**config.mk**
```make
export PLATFORM = sky130hd
export DESIGN_NAME = uart_echo_tester
export DESIGN_NICKNAME = d
export VERILOG_FILES = /design/src/rtl/uart_echo_tester.sv
export SDC_FILE = /design/constraint.sdc
export NUM_CORES = 1
export LEC_CHECK = 0
export BUFFER_PORTS_ARGS = -buffer_cell sky130_fd_sc_hd__clkbuf_2
export CORE_AREA = 10 10 126 105
export CTS_CLUSTER_DIAMETER = 120
export DETAILED_ROUTE_END_ITERATION = 10
export DIE_AREA = 0 0 136 115
export PLACE_DENSITY_LB_ADDON = 0.2
export SKIP_LAST_GASP = 1
export SYNTH_ARGS = -nofsm -noshare
export SYNTH_HDL_FRONTEND = slang
export SYNTH_SLANG_ARGS = --single-unit
```
**constraint.sdc**
```tcl
create_clock -name clk -period 2.54 [get_ports clk]
set_input_delay 0.508 -clock clk [delete_from_list [all_inputs] [get_ports clk]]
set_output_delay 0.508 -clock clk [all_outputs]
set_load 0.005 [all_outputs]
```
**src/rtl/uart_echo_tester.sv**
```systemverilog
// UART echo initiator: sends bytes SEED+i on txd (8N1) and checks each echo on rxd.
// Stop-and-wait: one byte in flight; the next start bit follows the CHECK cycle.
// No backpressure; a lost echo is closed out by TIMEOUT_CYCLES.
module uart_echo_tester #(
    parameter int         CLK_PER_HALF_BIT = 100,
    parameter int         NUM_BYTES        = 256,
    parameter logic [7:0] SEED             = 8'h00,
    parameter int         TIMEOUT_CYCLES   = 4000
) (
    input  logic        clk,
    input  logic        rstn,
    input  logic        start,
    output logic        txd,
    input  logic        rxd,
    output logic        busy,
    output logic        done,
    output logic        pass,
    output logic [15:0] err_count,
    output logic [7:0]  last_bad_exp,
    output logic [7:0]  last_bad_got
);
    localparam int BW = $clog2(2 * CLK_PER_HALF_BIT);
    localparam int TW = $clog2(TIMEOUT_CYCLES + 1);
    localparam logic [BW-1:0] BIT_LAST  = BW'(2 * CLK_PER_HALF_BIT - 1);
    localparam logic [BW-1:0] HALF_LAST = BW'(CLK_PER_HALF_BIT - 1);
    localparam logic [TW-1:0] TOUT      = TW'(TIMEOUT_CYCLES);
    localparam logic [15:0]   IDX_LAST  = 16'(NUM_BYTES - 1);

    typedef enum logic [2:0] {IDLE, SEND, WAIT, CHECK, DONE} state_t;
    typedef enum logic [1:0] {R_IDLE, R_START, R_DATA, R_STOP} rstate_t;

    state_t        state;
    logic [BW-1:0] tx_cnt;
    logic [3:0]    tx_bit;
    logic [15:0]   idx;
    logic [TW-1:0] tout_cnt;
    logic          cur_err;
    logic [7:0]    cur_got;

    rstate_t       rstate;
    logic          rx_s1, rx_s2, rx_s3;
    logic [BW-1:0] rcnt;
    logic [2:0]    rbit;
    logic [7:0]    rshift;
    logic          rx_done;
    logic [7:0]    rx_byte;
    logic          rx_ferr;

    logic [7:0]  exp_byte;
    logic [9:0]  tx_frame;
    logic        start_acc;
    logic        stray;
    logic        chk_err;
    logic [16:0] err_sum;
    logic [15:0] err_next;

    assign exp_byte  = SEED + idx[7:0];
    assign tx_frame  = {1'b1, exp_byte, 1'b0};
    assign start_acc = start && (state == IDLE || state == DONE);
    assign stray     = rx_done && (state != WAIT);
    assign chk_err   = (state == CHECK) && cur_err;
    assign err_sum   = {1'b0, err_count} + 17'(chk_err) + 17'(stray);
    assign err_next  = err_sum[16] ? 16'hFFFF : err_sum[15:0];
    assign pass      = done && (err_count == 16'h0000);

    // Receiver: 2-flop sync, falling-edge arm, mid-bit sampling; always finishes a frame it began.
    always_ff @(posedge clk) begin
        if (!rstn) begin
            rx_s1   <= 1'b1;
            rx_s2   <= 1'b1;
            rx_s3   <= 1'b1;
            rstate  <= R_IDLE;
            rcnt    <= '0;
            rbit    <= '0;
            rshift  <= '0;
            rx_done <= 1'b0;
            rx_byte <= '0;
            rx_ferr <= 1'b0;
        end else begin
            rx_s1   <= rxd;
            rx_s2   <= rx_s1;
            rx_s3   <= rx_s2;
            rx_done <= 1'b0;
            case (rstate)
                R_IDLE: begin
                    if (rx_s3 && !rx_s2) begin
                        rcnt   <= '0;
                        rstate <= R_START;
                    end
                end
                R_START: begin
                    if (rcnt == HALF_LAST) begin
                        rcnt   <= '0;
                        rbit   <= '0;
                        rstate <= rx_s2 ? R_IDLE : R_DATA;
                    end else begin
                        rcnt <= rcnt + 1'b1;
                    end
                end
                R_DATA: begin
                    if (rcnt == BIT_LAST) begin
                        rcnt   <= '0;
                        rshift <= {rx_s2, rshift[7:1]};
                        rbit   <= rbit + 3'd1;
                        if (rbit == 3'd7) rstate <= R_STOP;
                    end else begin
                        rcnt <= rcnt + 1'b1;
                    end
                end
                R_STOP: begin
                    if (rcnt == BIT_LAST) begin
                        rcnt    <= '0;
                        rx_done <= 1'b1;
                        rx_byte <= rshift;
                        rx_ferr <= !rx_s2;
                        rstate  <= R_IDLE;
                    end else begin
                        rcnt <= rcnt + 1'b1;
                    end
                end
                default: rstate <= R_IDLE;
            endcase
        end
    end

    always_ff @(posedge clk) begin
        if (!rstn) begin
            state        <= IDLE;
            txd          <= 1'b1;
            busy         <= 1'b0;
            done         <= 1'b0;
            tx_cnt       <= '0;
            tx_bit       <= '0;
            idx          <= '0;
            tout_cnt     <= '0;
            cur_err      <= 1'b0;
            cur_got      <= '0;
            err_count    <= '0;
            last_bad_exp <= '0;
            last_bad_got <= '0;
        end else begin
            case (state)
                IDLE, DONE: begin
                    if (start) begin
                        state  <= SEND;
                        txd    <= 1'b0;
                        busy   <= 1'b1;
                        done   <= 1'b0;
                        idx    <= '0;
                        tx_cnt <= '0;
                        tx_bit <= '0;
                    end
                end
                SEND: begin
                    if (tx_cnt == BIT_LAST) begin
                        tx_cnt <= '0;
                        if (tx_bit == 4'd9) begin
                            state    <= WAIT;
                            tout_cnt <= '0;
                            txd      <= 1'b1;
                        end else begin
                            tx_bit <= tx_bit + 4'd1;
                            txd    <= tx_frame[tx_bit + 4'd1];
                        end
                    end else begin
                        tx_cnt <= tx_cnt + 1'b1;
                    end
                end
                WAIT: begin
                    // A completing frame outranks a timeout in the same cycle.
                    if (rx_done) begin
                        state   <= CHECK;
                        cur_err <= (rx_byte != exp_byte) || rx_ferr;
                        cur_got <= rx_byte;
                    end else if (tout_cnt == TOUT) begin
                        state   <= CHECK;
                        cur_err <= 1'b1;
                        cur_got <= 8'h00;
                    end else begin
                        tout_cnt <= tout_cnt + 1'b1;
                    end
                end
                CHECK: begin
                    if (idx == IDX_LAST) begin
                        state <= DONE;
                        busy  <= 1'b0;
                        done  <= 1'b1;
                    end else begin
                        idx    <= idx + 16'd1;
                        state  <= SEND;
                        txd    <= 1'b0;
                        tx_cnt <= '0;
                        tx_bit <= '0;
                    end
                end
                default: state <= IDLE;
            endcase

            if (start_acc) begin
                err_count    <= '0;
                last_bad_exp <= '0;
                last_bad_got <= '0;
            end else if (stray) begin
                err_count    <= err_next;
                last_bad_exp <= 8'h00;
                last_bad_got <= rx_byte;
            end else if (chk_err) begin
                err_count    <= err_next;
                last_bad_exp <= exp_byte;
                last_bad_got <= cur_got;
            end
        end
    end
endmodule

```
Word-level counts from Yosys, hierarchy flattened

Index checks and enable logic that the tools add are counted.

Equal/unequal tests: 30
Bitwise operators: 1
Mux-type cells: 60
Reductions and logical operators: 34
Order comparisons: 1
Add/sub/neg operators: 8

Operators by type and width:

| kind                                                 | count |
|---|---|
| two-way mux 16 bit                                   | 5 |
| two-way mux 8 bit                                    | 10 |
| two-way mux 12 bit                                   | 4 |
| one-hot mux 8 bit (3 select lines)                   | 2 |
| one-hot mux 16 bit (2 select lines)                  | 1 |
| two-way mux 3 bit                                    | 8 |
| != test 2 bit, second input constant                 | 12 |
| one-hot mux 12 bit (2 select lines)                  | 1 |
| adder 16 x 1 -> 17 bit                               | 1 |
| adder 17 x 1 -> 17 bit                               | 1 |
| adder 16 x 1 -> 16 bit, second input constant        | 1 |
| adder 8 x 1 -> 8 bit, second input constant          | 2 |
| equality test 16 x 8 -> 1 bit, second input constant | 1 |
| equality test 8 bit, second input constant           | 2 |
| logical NOT 16 bit                                   | 1 |
| two-way mux 4 bit                                    | 4 |
| AND reduction 5 bit                                  | 3 |
| adder 12 x 1 -> 12 bit, second input constant        | 1 |
| equality test 12 bit, second input constant          | 1 |
| two-way mux 2 bit                                    | 6 |
| one-hot mux 3 bit (4 select lines)                   | 1 |
| one-hot mux 4 bit (3 select lines)                   | 1 |
| AND reduction 3 bit                                  | 4 |
| two-way mux 1 bit                                    | 11 |
| other kinds (31)                                     | 50 |

Input bits: 4
Output and inout bits: 36
Register bits after elaboration: 121

Logic depth before layout (Yosys ltp)

Gate-level depths: netlist of run 1.

Depth in word-level cells: 7
Mapped depth: 12
Gate-level depth less buffers: 11

Least setup slack after synthesis of run 1

OpenSTA, ideal clock, no wires.

Kind: reg2reg
Start: register state[0]
End: register err_count[10]
Data required time: 2.469 ns
Path buffers: 2
Setup slack: -0.178 ns
Arrival: 2.648 ns
Setup time: 0.071 ns
Stages on the path, launching flop included: 13
Cells stage by stage: dfxtp_1 > buf_4 > inv_1 > nor3b_1 > nand2_1 > clkinv_1 > fa_1 > ha_1 > o2111ai_1 > nor2_2 > nand3_1 > buf_2 > a21oi_1

Longest elaborated chain between the ends: 7
Elaborated cells between the ends (all ways): 15

Ends and longest elaborated chain:

| item                             | RTL line | text |
|---|---|---|
| start: declaration               | 32       | `state_t state;` |
| start signal: assignment         | 128      | `state <= IDLE;` |
| start signal: assignment         | 145      | `state <= SEND;` |
| start signal: assignment         | 158      | `state <= WAIT;` |
| equality test 3 x 2 -> 1 bit (*) | 61       | `assign chk_err = (state == CHECK) && cur_err;` |
| logical AND 1 bit (*)            | 61       |  |
| named net chk_err                | 53       | `logic chk_err;` |
| adder 16 x 1 -> 17 bit           | 62       | `assign err_sum = {1'b0, err_count} + 17'(chk_err) + 17'(stray);` |
| adder 17 x 1 -> 17 bit           | 62       |  |
| two-way mux 16 bit               | 63       | `assign err_next = err_sum[16] ? 16'hFFFF : err_sum[15:0];` |
| two-way mux 16 bit               | 207      | `end else if (chk_err) begin` |
| two-way mux 16 bit               | 203      | `end else if (stray) begin` |
| end signal: assignment           | 204      | `err_count <= err_next;` |
| end signal: assignment           | 208      | `err_count <= err_next;` |
| end: declaration                 | 18       | `output logic [15:0] err_count,` |

Mark *: on every way through the listed nets, which the timed path passes. The rest lies on a longest branch. The select of a mux whose other input is x is not followed.
A chain may end at the register's enable or synchronous reset.

Final worst setup path of run 1

Start: register state[0]
End: register err_count[15]

Longest elaborated chain between the ends: 7
Elaborated cells between the ends (all ways): 15

Ends and longest elaborated chain:

| item                         | RTL line |
|---|---|
| equality test 3 x 2 -> 1 bit | 61 |
| logical AND 1 bit            | 61 |
| adder 16 x 1 -> 17 bit       | 62 |
| adder 17 x 1 -> 17 bit       | 62 |
| two-way mux 16 bit           | 63 |
| two-way mux 16 bit           | 207 |
| two-way mux 16 bit           | 203 |

Parallel ways exist; a longest one is shown, timed or not. The select of a mux whose other input is x is not followed.

==> results of run 1 <==
## layout make-up
type | instances | share of cell area (%)
multi-input combinational | 459 | 46.0
sequential | 121 | 36.3
clock buffer | 20 | 6.55
timing repair buffer | 65 | 5.86
tap | 144 | 2.70
clock inverter | 10 | 1.93
inverter | 11 | 0.619
## layer usage
layer / GRT usage [%] / wire [um]
met2: 25.4 / 5570
met3: 4.66 / 628
met5: 0 / 0
met4: 5.74 / 104
met1: 21.0 / 6110
## power by group
group	internal [uW]	total, uW	switching (uW)
clock	1520	2320	806
sequential	1910	1930	13.0
combinational	56.7	149	92.4
## final timing paths
path / end / slack (ns) / depth (start not counted)
max: err_count[15] / 0.18 / 10
min: rx_s1 / 0.28 / 2
max reg2reg: err_count[15] / 0.18 / 10
min reg2reg: rx_s2 / 0.45 / 1
## Yosys cell counts, types with 2 or more instances
master / number / area share [%]
and3_1: 14 / 1.6
buf_4: 4 / 0.53
a211oi_1: 10 / 1.3
inv_1: 10 / 0.66
a31oi_1: 3 / 0.33
mux2i_1: 29 / 5.1
o21a_1: 2 / 0.27
a22oi_1: 12 / 1.6
o211ai_1: 2 / 0.27
clkbuf_1: 17 / 1.1
nor4_1: 6 / 0.66
nor3_1: 9 / 0.80
nand4_1: 19 / 2.1
nand3_1: 20 / 1.8
and2_1: 9 / 1.0
xnor2_1: 21 / 3.3
and3b_1: 2 / 0.31
nor2_1: 61 / 4.1
or3b_1: 3 / 0.47
xor2_1: 34 / 5.3
nor2_2: 2 / 0.22
o21ai_1: 2 / 0.18
nor3b_1: 4 / 0.53
a21oi_1: 30 / 2.7
dfxtp_1: 121 / 43
and4_1: 5 / 0.78
ha_1: 10 / 2.2
buf_2: 10 / 0.89
o21ai_0: 15 / 1.3
nand2_1: 54 / 3.6
nand2b_1: 3 / 0.33
a21boi_0: 7 / 0.93
nor3b_2: 2 / 0.44
nor2b_1: 34 / 3.8
## flip-flops by register name (all words and copies together), names as in the netlist, named ones only
signal	cells
busy	1
cur_err	1
cur_got	8
done	1
err_count	16
idx	16
last_bad_exp	8
last_bad_got	8
rbit	3
rcnt	8
rshift	8
rstate	1
rx_byte	8
rx_done	1
rx_ferr	1
rx_s1	1
rx_s2	1
rx_s3	1
state	3
tout_cnt	12
tx_bit	4
tx_cnt	8
txd	1
## kinds of logic (layout without fill, tap and decap cells)
family | Yosys count | after routing | synth area share [%]
AO/OA/AOI/OAI | 103 | 103 | 12.5
XOR/XNOR | 55 | 55 | 8.53
adder cells (fa/ha/maj) | 11 | 11 | 2.57
buffers and inverters | 44 | 106 | 3.43
flip-flops | 121 | 121 | 42.9
multiplexers | 31 | 31 | 5.80
AND/OR/NAND/NOR | 259 | 259 | 24.2
## stage by stage
step	setup slack [ns]	instances	power [uW]	util, %
floorplan	-0.00581	624	2080	-
global placement	0.219	799	2110	56.9
detailed placement	0.0909	799	2110	56.9
CTS	0.0955	829	4440	62.2
global route	0.0473	830	4540	62.4
finish	0.182	830	4400	62.4
## repair_timing
action,4_1_cts,5_1_grt
endpoints found under the setup margin,0,14
buffers inserted,0,1
gates resized for setup,0,3
==> impl_metrics.yaml, run 1 <==
route:
  firstDrtPassIters: 4
  finalWirelength_um: 12400
  viasPerCell: 5.48
  vias: 4545
  drt_first_iter_violations: 267
  post_drt_wl_per_cell_um: 15.0
  drcViolationCount: 0
  antenna_left: 0
timing:
  hold_violations: 0
  hold_slack_ns: 0.283
  timing.final.crit_share_pct: 92.9
  worst_slew_pin_slew_ns: 0.832
  tns_ns: 0
  maxSlewHeadroom_pct: 44.2
  finalCriticalPeriod_ns: 2.36
  final_max_slew_viol_count: 0
  skew_ns: 0.00524
  rsz0062_at_grt: "false"
  setup_violations: 0
  max_freq_mhz: 424
global_route:
  grt_antenna_before_repair: 0
  grt_util_all_layers_pct: 16.2
  grt_max_degree: 39
  grt_overflow: 0
  grt_pass1_wl_um: 20900
  grt_pass1_vias: 4328
clocking:
  tritoncts: "done"
  cts_root_buffer: "clkbuf_16"
  cts_buffers: 17
  clk_pin_slew_ns: 0.05
  clock-sinks: 121
  cts_max_level: 4
  cts_max_path_buffers: 2
  holdBufCountCts: 0
  insertion_delay_ns: 0.41
place:
  hpwlAfterDp_um: 8800
  gp_congestion: 0.823
  placed_area_mm2: 0.00607
  place.port_buffers: 39
floorplan:
  core-area_mm2: 0.0107
  row_count: 34
  ioPinCount: 40
  die_y_um: 115
  initial_core_util_pct: 52.9
  die_w_um: 136
  die_area_mm2: 0.0156
synth:
  synth.avg_cell_area_um2: 9.05
  seq_area_frac_synth_pct: 42.9
  synth_fp_nets: 639
  synthCells: 624
  ys.flop_type: "dfxtp_1"
  ys_ff_latch: 121
  netlist_area_mm2: 0.00565
  ys_types: 72
  synth-edff-count: 0
  ys.warnings.count: 0
  async_flop_share_pct: 0
setup_path:
  required_ns: 2.82
  crit_start: "state[0]"
  cpMaxStageDelayCell: "or3b_1"
  startpoint_type: "flip-flop"
  endpoint_kind: "flip-flop"
  critPathKind: "reg -> reg"
  slowest_delay_ns: 0.43
  crit-reg2reg-launch: "state[0]"
  crit_family: "simple AND/OR/NAND/NOR gates"
  path_cells: "or3b_1, nand2_4, inv_1, fa_1, and3_1, o211ai_1, nor2_1, and2_1, a31oi_1, a311oi_1"
  arrival_ns: 2.64
  cp_num_buf_inv: 1
  cp_max_fo: 4
finish:
  drive_gt1_share_pct: 16.5
  diodes: 0
  nNetsFinal: 690
  final_cell_mix: "121 x dfxtp_1, 61 x nor2_1, 54 x nand2_1"
  final_common_cell: "dfxtp_1"
  syn2layout_area_growth_pct: 18.0
  design_area_mm2: 0.00667
  fillCellCount: 894
  register_area_mm2: 0.00242
  multi_input_area_mm2: 0.00307
outcome:
  status: "completed"
flow_run:
  drv_cap: 0
pwr:
  p_per_area_mw_per_mm2: 660
  vdd_drop_max_mv: 0.424
  leakagePower_uw: 0.00253
hold_path:
  min_from: "rxd"
  min_path_type: "in -> reg"
(Power assumes the default switching activity.)
==> inputs of run 2 (changes only) <==
--- a/config.mk
+++ b/config.mk
@@ -5,11 +5,12 @@
 export SDC_FILE = /design/constraint.sdc
 export NUM_CORES = 1
 export LEC_CHECK = 0
+export ABC_AREA = 1
 export BUFFER_PORTS_ARGS = -buffer_cell sky130_fd_sc_hd__clkbuf_2
-export CORE_AREA = 10 10 126 105
+export CORE_AREA = 10 10 118 120
 export CTS_CLUSTER_DIAMETER = 120
 export DETAILED_ROUTE_END_ITERATION = 10
-export DIE_AREA = 0 0 136 115
+export DIE_AREA = 0 0 128 130
 export PLACE_DENSITY_LB_ADDON = 0.2
 export SKIP_LAST_GASP = 1
 export SYNTH_ARGS = -nofsm -noshare
==> impl_metrics.yaml, run 2 <==
outcome:
  status: "completed"
timing:
  setup_violations: 0
  hold_violations: 0
  max_freq_mhz: 453
  tns_ns: 0
  finalCriticalPeriod_ns: 2.21
  rsz0062_at_grt: "false"
  final_max_slew_viol_count: 0
  timing.final.crit_share_pct: 86.9
  fin_ws_ns: 0.332
  worst_slew_pin_slew_ns: 0.493
  skew_ns: 0.00620
  maxSlewHeadroom_pct: 67.1
setup_path:
  startpoint_type: "flip-flop"
  r2r_cells: 12
  crit-reg2reg-launch: "state[0]"
  path_cells: "inv_2, nand3_2, nand2_2, inv_2, fa_1, ha_1, nand3_1, nor3_1, nand3_1, inv_1, o21ai_0, a21oi_1"
  cpMaxStageDelayCell: "dfxtp_1"
  slowest_delay_ns: 0.42
  required_ns: 2.89
  endpoint_kind: "flip-flop"
  critPathKind: "reg -> reg"
  rrSetupSlack_ns: 0.33
  arrival_ns: 2.56
  cp_max_fo: 10
  r2r-end: "err_count[11]"
pwr:
  comb_power_share_pct: 7.4
  p_switching_uw: 1150
  leakagePower_uw: 0.00291
  vdd_drop_max_mv: 0.656
  switching_share_pct: 23.8
  p_clk_share_pct: 52.0
  power_frac_seq_pct: 40.6
  p_per_area_mw_per_mm2: 669
  internal-power_uw: 3690
finish:
  diodes: 0
  nNetsFinal: 971
  drive_gt1_share_pct: 14.9
  final_common_cell: "nand2_1"
  syn2layout_area_growth_pct: 15.0
  fin_cells: 1116
  fillCellCount: 1099
  reg_top3: "err_count (16), idx (16), tout_cnt (12)"
  final_cell_mix: "202 x nand2_1, 121 x dfxtp_1, 113 x nor2_1"
global_route:
  grt_pass1_wl_um: 26000
  grt_overflow: 0
  grt_util_all_layers_pct: 18.7
  grt_antenna_before_repair: 0
  grt_max_degree: 45
  grt_pass1_vias: 5578
clocking:
  clock-sinks: 121
  holdBufCountCts: 0
  cts_resized: 0
  tritoncts: "done"
  cts_max_path_buffers: 2
  cts_root_buffer: "clkbuf_16"
  clk_pin_slew_ns: 0.05
  cts_max_level: 4
  post_cts_buffers: 0
  cts_buffers: 17
  insertion_delay_ns: 0.42
synth:
  async_flop_share_pct: 0
  seq_area_frac_synth_pct: 38.5
  ys_ff_latch: 121
  ys.flop_type: "dfxtp_1"
  synthCells: 910
  synth-edff-count: 0
  netlist_area_mm2: 0.00629
  synth.avg_cell_area_um2: 6.91
  synthTopCellsByArea: "dfxtp_1 39%, nand2_1 12%, nor2_1 6.7%, a21oi_1 6.7%, nand3_1 5.7%"
  synthTopCellsByCount: "202 x nand2_1, 121 x dfxtp_1, 113 x nor2_1, 86 x inv_1, 84 x a21oi_1"
  ys_types: 44
  ys.warnings.count: 0
  synth_fp_nets: 925
  synth_top_cell_area_share_pct: 38.5
  synth.largest_area_cell: "dfxtp_1"
  synth.most_common_cell: "nand2_1"
route:
  vias: 5962
  finalWirelength_um: 14900
  antenna_left: 0
  firstDrtPassIters: 6
  drt_first_iter_violations: 600
  post_drt_wl_per_cell_um: 13.3
  viasPerCell: 5.34
  drcViolationCount: 0
place:
  place.port_buffers: 39
  pre_cts_ws_ns: 0.354
  numPlacedInstances: 1084
  hpwlAfterDp_um: 10600
  gp_congestion: 0.868
hold_path:
  whs_path_depth: 2
  min_from: "rxd"
  min_path_type: "in -> reg"
  worstHoldEndpoint: "rx_s1"
floorplan:
  core-area_mm2: 0.0117
  row_count: 40
  die_w_um: 128
  ioPinCount: 40
  die_y_um: 130
  initial_core_util_pct: 53.7
  die_area_mm2: 0.0166
flow_run:
  drv_cap: 0
run 2: cell types whose count changed after synthesis, sizes merged, moves of 14 or more:
cell / previous run / this run
o21ai: 17 / 64
nand3: 20 / 74
inv: 10 / 100
mux2i: 29 / 0
and3: 14 / 0
nor2: 63 / 120
nand2: 55 / 224
xnor2: 21 / 4
nor2b: 34 / 0
a21oi: 31 / 90
run 2: worst max-delay path, delay by kind of cell, from the launching register on:
| family | cells | cell delay [ns] |
|---|---|---|
| fa+ha+maj | 2 | 0.45 |
| buf+inv | 3 | 0.35 |
| compound gates | 2 | 0.24 |
| flops | 1 | 0.42 |
| simple gates | 5 | 0.69 |
run 2: layout make-up:
| class | count | area [um2] | share of cell area (%) |
|---|---|---|---|
| multi-input cells | 664 | 3330 | 46.1 |
| repair buffers | 51 | 298 | 4.12 |
| well taps | 147 | 184 | 2.54 |
| inverters | 101 | 379 | 5.24 |
| clock inverters | 13 | 176 | 2.44 |
| flip-flops and latches | 121 | 2420 | 33.5 |
| clock buffers | 19 | 443 | 6.12 |
run 2: layer usage:
layer	part of all wire (%)	GRT usage (%)
met1	46	23.0
met2	47	30.8
met3	5.6	4.87
met4	1.7	6.82
met5	0	0
run 2: cells by family after synthesis:
family / Yosys count / share of synthesized area, %
buffers and inverters: 125 / 8.50
xor gates and xnor gates: 26 / 3.62
DFF: 121 / 38.5
AOI/OAI and AO/OA: 162 / 13.6
and+or+nand+nor: 465 / 33.4
adders and majority gates: 11 / 2.31
run 2: worst max path at each step:
stage / to / slack [ns] / start / depth (start not counted)
2_1_floorplan: err_count[11] / 0.40 / state[0] / 13
3_3_place_gp: err_count[11] / 0.39 / state[0] / 12
3_5_place_dp: err_count[11] / 0.35 / state[0] / 12
4_1_cts: err_count[11] / 0.34 / state[0] / 12
5_1_grt: err_count[5] / 0.06 / state[0] / 12
6_report: err_count[11] / 0.33 / state[0] / 12
run 2: power by group through the flow:
stage	combinational, uW	sequential [uW]	clock [uW]
2_1_floorplan	279	2000	0
3_3_place_gp	355	2000	0
3_5_place_dp	355	2000	0
4_1_cts	358	1960	2560
5_1_grt	407	1970	2660
6_report	359	1960	2520
run 2: metrics by stage:
stage | total power, uW | utilization [%] | instance area, um2 | hold WS (ns)
6_report | 4840 | 61.8 | 7230 | 0.273
5_1_grt | 5030 | 61.8 | 7230 | 0.267
4_1_cts | 4880 | 61.8 | 7230 | 0.256
3_5_place_dp | 2360 | 56.5 | 6620 | 0.397
3_3_place_gp | 2360 | 56.5 | 6620 | 0.396
2_1_floorplan | 2270 | - | 6290 | 0.393
==> inputs of run 3 (changes only) <==
--- a/config.mk
+++ b/config.mk
@@ -7,10 +7,11 @@
 export LEC_CHECK = 0
 export ABC_AREA = 1
 export BUFFER_PORTS_ARGS = -buffer_cell sky130_fd_sc_hd__clkbuf_2
-export CORE_AREA = 10 10 118 120
+export CORE_AREA = 10 10 105 126
+export CTS_BUF_LIST = sky130_fd_sc_hd__clkbuf_2 sky130_fd_sc_hd__clkbuf_4 sky130_fd_sc_hd__clkbuf_8
 export CTS_CLUSTER_DIAMETER = 120
 export DETAILED_ROUTE_END_ITERATION = 10
-export DIE_AREA = 0 0 128 130
+export DIE_AREA = 0 0 115 136
 export PLACE_DENSITY_LB_ADDON = 0.2
 export SKIP_LAST_GASP = 1
 export SYNTH_ARGS = -nofsm -noshare
==> constraint.sdc (replaced) <==
create_clock -name clk -period 2.5 [get_ports clk]
set_input_delay 0.5 -clock clk [delete_from_list [all_inputs] [get_ports clk]]
set_output_delay 0.5 -clock clk [all_outputs]
set_load 0.005 [all_outputs]
==> impl_metrics.yaml, run 3 (synthesis gave the netlist of run 2 again) <==
pwr:
  vdd_drop_max_mv: 0.488
  switching_share_pct: 28.0
  p_clk_share_pct: 43.2
  leakagePower_uw: 0.00280
  p_per_area_mw_per_mm2: 592
  comb_power_share_pct: 8.7
  power_frac_seq_pct: 48.1
  p_switching_uw: 1160
  internal-power_uw: 2980
finish:
  fin_cells: 1101
  reg_top3: "err_count (16), idx (16), tout_cnt (12)"
  drive_gt1_share_pct: 15.0
  final_util_pct: 64.6
  multi_input_area_mm2: 0.00333
  syn2layout_area_growth_pct: 11.1
  final_common_cell: "nand2_1"
  register_area_mm2: 0.00242
  diodes: 0
  fillCellCount: 1028
  final_cell_mix: "202 x nand2_1, 121 x dfxtp_1, 113 x nor2_1"
  nNetsFinal: 971
route:
  wl_met2_um: 7220
  post_drt_wl_per_cell_um: 13.1
  drt_first_iter_violations: 374
  wl_met1_um: 6300
  viasPerCell: 5.34
  vias: 5878
  met3WireLength_um: 703
  routed.top_layer: "met4"
  antenna_left: 0
  drcViolationCount: 0
  finalWirelength_um: 14500
  firstDrtPassIters: 5
setup_path:
  startpoint_type: "flip-flop"
  rrSetupSlack_ns: 0.25
  cp_max_fo: 10
  slowest_delay_ns: 0.41
  cpMaxStageDelayCell: "dfxtp_1"
  path_cells: "inv_2, nand3_2, nand2_2, inv_2, fa_1, ha_1, nand3_1, nor3_1, nand3_1, inv_1, o21ai_0, a21oi_1"
  crit_family: "simple AND/OR/NAND/NOR gates"
  cp_num_buf_inv: 3
  critPathKind: "reg -> reg"
  required_ns: 2.88
  arrival_ns: 2.63
  endpoint_kind: "flip-flop"
floorplan:
  die_w_um: 115
  die_area_mm2: 0.0156
  ioPinCount: 40
  row_count: 42
  initial_core_util_pct: 58.1
  die_y_um: 136
  core-area_mm2: 0.0108
timing:
  max_freq_mhz: 445
  worst_slew_pin_slew_ns: 0.476
  final_max_slew_viol_count: 0
  setup_violations: 0
  hold_slack_ns: 0.243
  skew_ns: 0.0121
  timing.final.crit_share_pct: 89.9
  hold_violations: 0
  maxSlewHeadroom_pct: 68.2
  rsz0062_at_grt: "false"
  tns_ns: 0
  finalCriticalPeriod_ns: 2.25
  fin_ws_ns: 0.252
global_route:
  grt_pass1_wl_um: 24800
  grt_pass1_vias: 5528
  grt_antenna_before_repair: 0
  grt_util_all_layers_pct: 18.9
  grt_max_degree: 32
  grt_overflow: 0
clocking:
  insertion_delay_ns: 0.44
  holdBufCountCts: 0
  cts_max_path_buffers: 2
  post_cts_buffers: 0
  clock-sinks: 121
  cts_buffers: 17
  clk_pin_slew_ns: 0.08
  cts_root_buffer: "clkbuf_8"
  tritoncts: "done"
  cts_resized: 0
  cts_max_level: 4
place:
  hpwlAfterDp_um: 10700
  place.port_buffers: 39
  gp_congestion: 0.882
  pre_cts_ws_ns: 0.271
  numPlacedInstances: 1069
hold_path:
  min_path_type: "in -> reg"
flow_run:
  drv_cap: 0
outcome:
  status: "completed"
run 3: cell count changes in the layout (fill, tap and decap cells not counted):
cell	change
clkbuf_16	-17
clkbuf_8	+16
inv_6	+6
clkinv_2	-5
bufinv_16	-2
buf_12	-1
buf_4	+1
clkbuf_1	-1
clkbuf_4	+1
clkinvlp_4	+1
inv_8	+1
run 3: per-stage QoR:
stage / cell area (um2) / power, uW
detailed placement: 6580 / 2400
global placement: 6580 / 2390
global route: 6990 / 4310
floorplan: 6290 / 2310
finish: 6990 / 4140
CTS: 6990 / 4170
run 3: path summary, 6_finish.rpt:
kind            start       endpoint  cells after the start
max          state[0]  err_count[11]                     12
min               rxd          rx_s1                      2
max reg2reg  state[0]  err_count[11]                     12
min reg2reg     rx_s1          rx_s2                      1
run 3: worst register-to-register path: stages (launching register included):
cell and delay [ns]:
dfxtp_1 0.41, inv_2 0.06, nand3_2 0.08, nand2_2 0.06, inv_2 0.15, fa_1 0.26
ha_1 0.21, nand3_1 0.12, nor3_1 0.27, nand3_1 0.19, inv_1 0.15, o21ai_0 0.11
a21oi_1 0.14
run 3: final cells by class:
class / count / area share [%]
Clock buffer: 18 / 3.46
Clock inverter: 14 / 2.33
Sequential cell: 121 / 34.7
Multi-Input combinational cell: 664 / 47.7
Inverter: 101 / 5.43
Timing Repair Buffer: 51 / 4.08
Tap cell: 132 / 2.36
run 3: power by group through the flow:
stage          Clock (uW)  Combinational [uW]  Sequential, uW
2_1_floorplan           0                 284            2030
3_3_place_gp            0                 360            2030
3_5_place_dp            0                 363            2030
4_1_cts              1820                 364            1990
5_1_grt              1890                 416            2000
6_report             1790                 362            1990
run 3: routing by layer:
| layer | GRT usage (%) | up-vias |
|---|---|---|
| met4 | 6.82 | 0 |
| met3 | 5.29 | 26 |
| li1 | - | 3050 |
| met1 | 21.1 | 2688 |
| met2 | 33.3 | 114 |
| met5 | 0 | - |
